[src/rtl/mem_stall_sequencer.sv]
// M-stage memory stall sequencer: serialises data-cache accesses lowest-lane-first through tag check, writeback and refill.
// Optional perf counters (stall_cycles, miss_count) are built only when MEM_STALL_PERF_EN is defined.
//
// state   | meaning
// IDLE    | no access in flight; picks lowest pending lane
// TAG     | tag check of cur_lane (hit/dirty sampled)
// WB      | dirty victim written back to main memory
// FILL    | line being fetched from main memory
// FILL_WR | refilled line written into the cache, then re-check
module mem_stall_sequencer #(
  parameter int LANES       = 2,
  parameter int MEM_LATENCY = 20,
  localparam int LW         = (LANES > 1) ? $clog2(LANES) : 1
) (
  input  logic             clk,
  input  logic             rst,
  input  logic [LANES-1:0] mem_req,
  input  logic [LANES-1:0] mem_wr,
  input  logic [LANES-1:0] hit,
  input  logic [LANES-1:0] dirty,
  output logic             stallm,
  output logic [LANES-1:0] we_fill,
  output logic [LANES-1:0] we_word,
  output logic             mem_wb,
  output logic [LW-1:0]    cur_lane,
  output logic [31:0]      stall_cycles,
  output logic [31:0]      miss_count
);

  localparam int CW = $clog2(MEM_LATENCY + 1);
  localparam logic [CW-1:0] CNT_RELOAD = CW'(MEM_LATENCY - 1);

  typedef enum logic [2:0] {
    S_IDLE    = 3'd0,
    S_TAG     = 3'd1,
    S_WB      = 3'd2,
    S_FILL    = 3'd3,
    S_FILL_WR = 3'd4
  } state_t;

  state_t           state_q, state_d;
  logic [LANES-1:0] done_q, done_d;
  logic [CW-1:0]    cnt_q, cnt_d;
  logic [LW-1:0]    cur_q, cur_d;

  logic [LANES-1:0] pending;
  logic [LANES-1:0] cur_oh;
  logic [LANES-1:0] rest;
  logic             hit_cur;
  logic             dirty_cur;
  logic             wr_cur;

  // Scanning downward lets the lowest set bit win.
  function automatic logic [LW-1:0] lowest(input logic [LANES-1:0] v);
    logic [LW-1:0] idx;
    idx = '0;
    for (int i = LANES - 1; i >= 0; i--) begin
      if (v[i]) idx = LW'(i);
    end
    return idx;
  endfunction

  assign pending   = mem_req & ~done_q;
  assign cur_oh    = LANES'(1) << cur_q;
  assign rest      = pending & ~cur_oh;
  assign hit_cur   = |(hit & cur_oh);
  assign dirty_cur = |(dirty & cur_oh);
  assign wr_cur    = |(mem_wr & cur_oh);

  always_ff @(posedge clk) begin
    if (rst) begin
      state_q <= S_IDLE;
      done_q  <= '0;
      cnt_q   <= '0;
      cur_q   <= '0;
    end else begin
      state_q <= state_d;
      done_q  <= done_d;
      cnt_q   <= cnt_d;
      cur_q   <= cur_d;
    end
  end

  always_comb begin
    state_d = state_q;
    done_d  = done_q;
    cnt_d   = cnt_q;
    cur_d   = cur_q;
    case (state_q)
      S_IDLE: begin
        if (|pending) begin
          cur_d   = lowest(pending);
          state_d = S_TAG;
        end
      end
      S_TAG: begin
        if (hit_cur) begin
          done_d = done_q | cur_oh;
          if (|rest) begin
            cur_d   = lowest(rest);
            state_d = S_TAG;
          end else begin
            state_d = S_IDLE;
          end
        end else begin
          cnt_d   = CNT_RELOAD;
          state_d = dirty_cur ? S_WB : S_FILL;
        end
      end
      S_WB: begin
        if (cnt_q == '0) begin
          cnt_d   = CNT_RELOAD;
          state_d = S_FILL;
        end else begin
          cnt_d = cnt_q - 1'b1;
        end
      end
      S_FILL: begin
        if (cnt_q == '0) state_d = S_FILL_WR;
        else             cnt_d   = cnt_q - 1'b1;
      end
      S_FILL_WR: state_d = S_TAG;
      default:   state_d = S_IDLE;
    endcase
    // Pipeline advanced this edge: the next M bundle starts with nothing serviced.
    if (!stallm) done_d = '0;
  end

  always_comb begin
    stallm   = 1'b0;
    we_fill  = '0;
    we_word  = '0;
    mem_wb   = 1'b0;
    cur_lane = '0;
    if (!rst) begin
      stallm   = (state_q != S_IDLE) || (|pending);
      mem_wb   = (state_q == S_WB);
      cur_lane = cur_q;
      if (state_q == S_FILL_WR)                  we_fill = cur_oh;
      if (state_q == S_TAG && hit_cur && wr_cur) we_word = cur_oh;
    end
  end

`ifdef MEM_STALL_PERF_EN
  logic [31:0] stall_q;
  logic [31:0] miss_q;
  logic        miss_evt;

  assign miss_evt = (state_q == S_TAG) && !hit_cur;

  always_ff @(posedge clk) begin
    if (rst) begin
      stall_q <= '0;
      miss_q  <= '0;
    end else begin
      stall_q <= stall_q + 32'(stallm);
      miss_q  <= miss_q + 32'(miss_evt);
    end
  end

  assign stall_cycles = rst ? 32'd0 : stall_q;
  assign miss_count   = rst ? 32'd0 : miss_q;
`else
  assign stall_cycles = 32'd0;
  assign miss_count   = 32'd0;
`endif

endmodule

[config.mk]
export PLATFORM = sky130hd
export DESIGN_NAME = mem_stall_sequencer
export DESIGN_NICKNAME = d
export VERILOG_FILES = /design/src/rtl/mem_stall_sequencer.sv
export SDC_FILE = /design/constraint.sdc
export NUM_CORES = 1
export LEC_CHECK = 0
export CORE_ASPECT_RATIO = 1.5
export CORE_UTILIZATION = 37
export DETAILED_ROUTE_END_ITERATION = 12
export PLACE_DENSITY_LB_ADDON = 0.1
export SLEW_MARGIN = 30
export SYNTH_ARGS = -nofsm -noshare
export SYNTH_HDL_FRONTEND = slang
export SYNTH_SLANG_ARGS = --single-unit
[constraint.sdc]
create_clock -name clk -period 1.84 [get_ports clk]
set_clock_uncertainty 0.05 [all_clocks]
set_input_delay 0.276 -clock clk [delete_from_list [all_inputs] [get_ports clk]]
set_output_delay 0.276 -clock clk [all_outputs]
set_load 0.02 [all_outputs]
==> results_dict.tcl <==
set metrics [dict create \
    fp-row-count 25 \
    dp.cells 224 \
    drt-met1-wl_um 969 \
    cts_buffers 3 \
    hold_viol_final 0 \
    seq_area_frac_synth_pct 17.7 \
    arrival_ps 1460 \
    grt_use_total_pct 14.0 \
    routed_wl_mm 2.63 \
    syn_area_sq_um 1250 \
    synthFlopType "dfxtp_1" \
    h-tree-depth 1 \
    yosysMostFrequentCell "buf_4" \
    cts_hold_buf 0 \
    fmax_mhz 560 \
    die_h_um 73.1 \
    numPortBuffers 16 \
    post-route-util_pct 42.2 \
    switchingPower_mw 0.461 \
    synth_area_leader_cell "buf_4" \
    synth-async-reset-ratio_pct 0 \
    synth_top_area_share_pct 39.1 \
    wl_met3_um 146 \
    ios 81 \
    viasPerCell 4.13 \
    finalCritPeriodShare_pct 97.1 \
    final_cells 228 \
    clock_power_share_pct 22.8 \
    report.final.setup_viol 0 \
    vdd_drop_max_v 0.000392 \
    hold_path.class "flip-flop to flip-flop" \
    cts_buffer_depth 2 \
    die-area_sq_um 3610 \
    crit_path_start_kind "input port" \
    synth_seq_cells 11 \
    synth_cell_types 37 \
    total_power_mw 1.11 \
    synth_area_leaders "buf_4, dfxtp_1, nor2_1" \
    routabilityCongestion 0.824 \
    dr_total_vias 942 \
    dr.pass1.iters 4 \
    status "completed" \
    layout.nets 201 \
    start_util_pct 39.1 \
    n_antenna_cell 0 \
    syn2layout_area_growth_pct 8.02 \
    core_area_sq_um 3190 \
    grt_pass1_wl_mm 3.81 \
    place.detailed.hpwl_mm 2.12 \
    maxCapViolations 0 \
    cts.clk_slew.worst_paths_ps 50 \
    seq_power_share_pct 26.6 \
    grt_max_degree 13 \
    drive_gt1_share_pct 17.6 \
    synth_common_cells "buf_4, dfxtp_1, nor2_1" \
    power_density_nw_per_um2 825 \
    p_comb_share_pct 50.6 \
    cts.sinks 11 \
    grt_overflow 0 \
    tritoncts "built" \
    slowest_stage "clkdlybuf4s50_1" \
    path_max_fanout 3 \
    p_sw_share_pct 41.5 \
    critPathRequiredTime_ps 1510 \
    top_layer "met4" \
    insertion_delay_ps 250 \
    leakagePower_nw 0.678 \
    antenna_found_initial 0 \
    dr.first_iter.drc_count 6 \
    ant_nets 0 \
    crit_top_cell "clkdlybuf4s50_1" \
    critPathMaxStageDelay_ps 610 \
    routed-wl-met2_mm 1.48 \
    synthCells 157 \
    syn_avg_cell_area_sq_um 7.95 \
    cts_root_buf "clkbuf_8" \
    worst-setup-path-type "input port to output port" \
    endpoint_kind "output port" \
    rsz0062_at_grt "no" \
    synth_edf_count 0 \
    p_int_mw 0.650 \
    ys_warn_count 0 \
    grt_pass1_vias 862 \
    drv_slew 0 \
    die_x_um 49.4 \
    routedWlPerCell_um 11.5 \
    worstPathCellList "clkdlybuf4s50_1, nor2b_1, clkdlybuf4s50_1" \
    period_minus_slack_ps 1790 \
    drc 0 \
]
[stage by stage]
step	hold slack, ps	worst slack [ps]	instance area, sq um	setup TNS, ps
after floorplan	302	182	1480	0
after global placement	433	-274	1310	-1240
after detailed placement	440	-297	1310	-1290
after CTS	454	14.2	1360	0
after global routing	486	1.00	1350	0
final	465	53.6	1350	0
[routing by layer]
layer	track usage, %	vias up
met3	3.13	4
met5	0	-
li1	-	461
met2	25.9	35
met4	6.98	0
met1	14.8	442
[state kept, by name, indices dropped and copies added, names as in the netlist]
name,cells
cur_q,1
cnt_q,5
state_q,3
done_q,2
[final timing paths]
kind,slack (ps),from,depth (start not counted),endpoint
setup / recovery,50,rst,3,cur_lane
hold / removal,460,done_q[0],2,done_q[0]
setup reg to reg,150,cnt_q[0],6,cnt_q[4]
hold reg to reg,460,done_q[0],2,done_q[0]
[area by class of cell]
class,count,area (sq um)
fillers,358,1840
inverters,3,11.3
well taps,40,50.0
flip-flops and latches,11,220
multi-input cells,136,742
repair buffers,34,279
clock buffers,4,45.0
[critical path: cells and delay by family]
family / cells / cell delay [ps]
simple gates: 1 / 130
buf+inv: 2 / 1050
[what timing repair did]
item | 4_1_cts | 5_1_grt
gates resized for setup | 12 | 10
setup endpoints to repair | 6 | 5
setup buffers | 0 | 0
[cell families (layout without fill, tap and decap cells)]
group	Yosys count	count (layout)	synth area share, %
AO/OA/AOI/OAI	23	23	13.1
other	1	64	0.301
XOR/XNOR	1	1	0.702
AND/OR/NAND/NOR	43	43	21.4
flip-flops	11	11	17.7
adder cells (fa/ha/maj)	2	2	2.01
multiplexers	3	3	2.41
buffers and inverters	73	41	42.4
[layout by cell type (no fill, tap or decap), types with 2 or more instances in the layout]
cell type | synthesis | routed
mux2i_1 | 3 | 3
nor3b_1 | 2 | 2
a21oi_1 | 5 | 5
nor3_1 | 5 | 4
inv_1 | 3 | 3
a21o_1 | 3 | 3
ha_1 | 2 | 2
nor4_1 | 2 | 2
clkdlybuf4s50_1 | 0 | 10
a211oi_1 | 2 | 2
or3_1 | 2 | 2
buf_4 | 65 | 18
conb_1 | 1 | 64
clkbuf_8 | 0 | 3
nor2b_1 | 6 | 5
nor4bb_1 | 2 | 2
o21ai_0 | 4 | 4
nor2_1 | 11 | 11
nand2_1 | 5 | 5
a31oi_1 | 2 | 2
dfxtp_1 | 11 | 11
clkbuf_2 | 0 | 2
nand3_1 | 2 | 2
[power groups by stage]
stage                     Sequential (mW)  Combinational [mW]  Clock, mW
after floorplan                     0.292               0.511          0
after CTS                           0.296               0.559      0.262
after global routing                0.301               0.611      0.267
after detailed placement            0.301               0.559          0
final                               0.296               0.562      0.253
after global placement              0.299               0.555          0
Note: power is estimated with default switching activity, not from simulation.
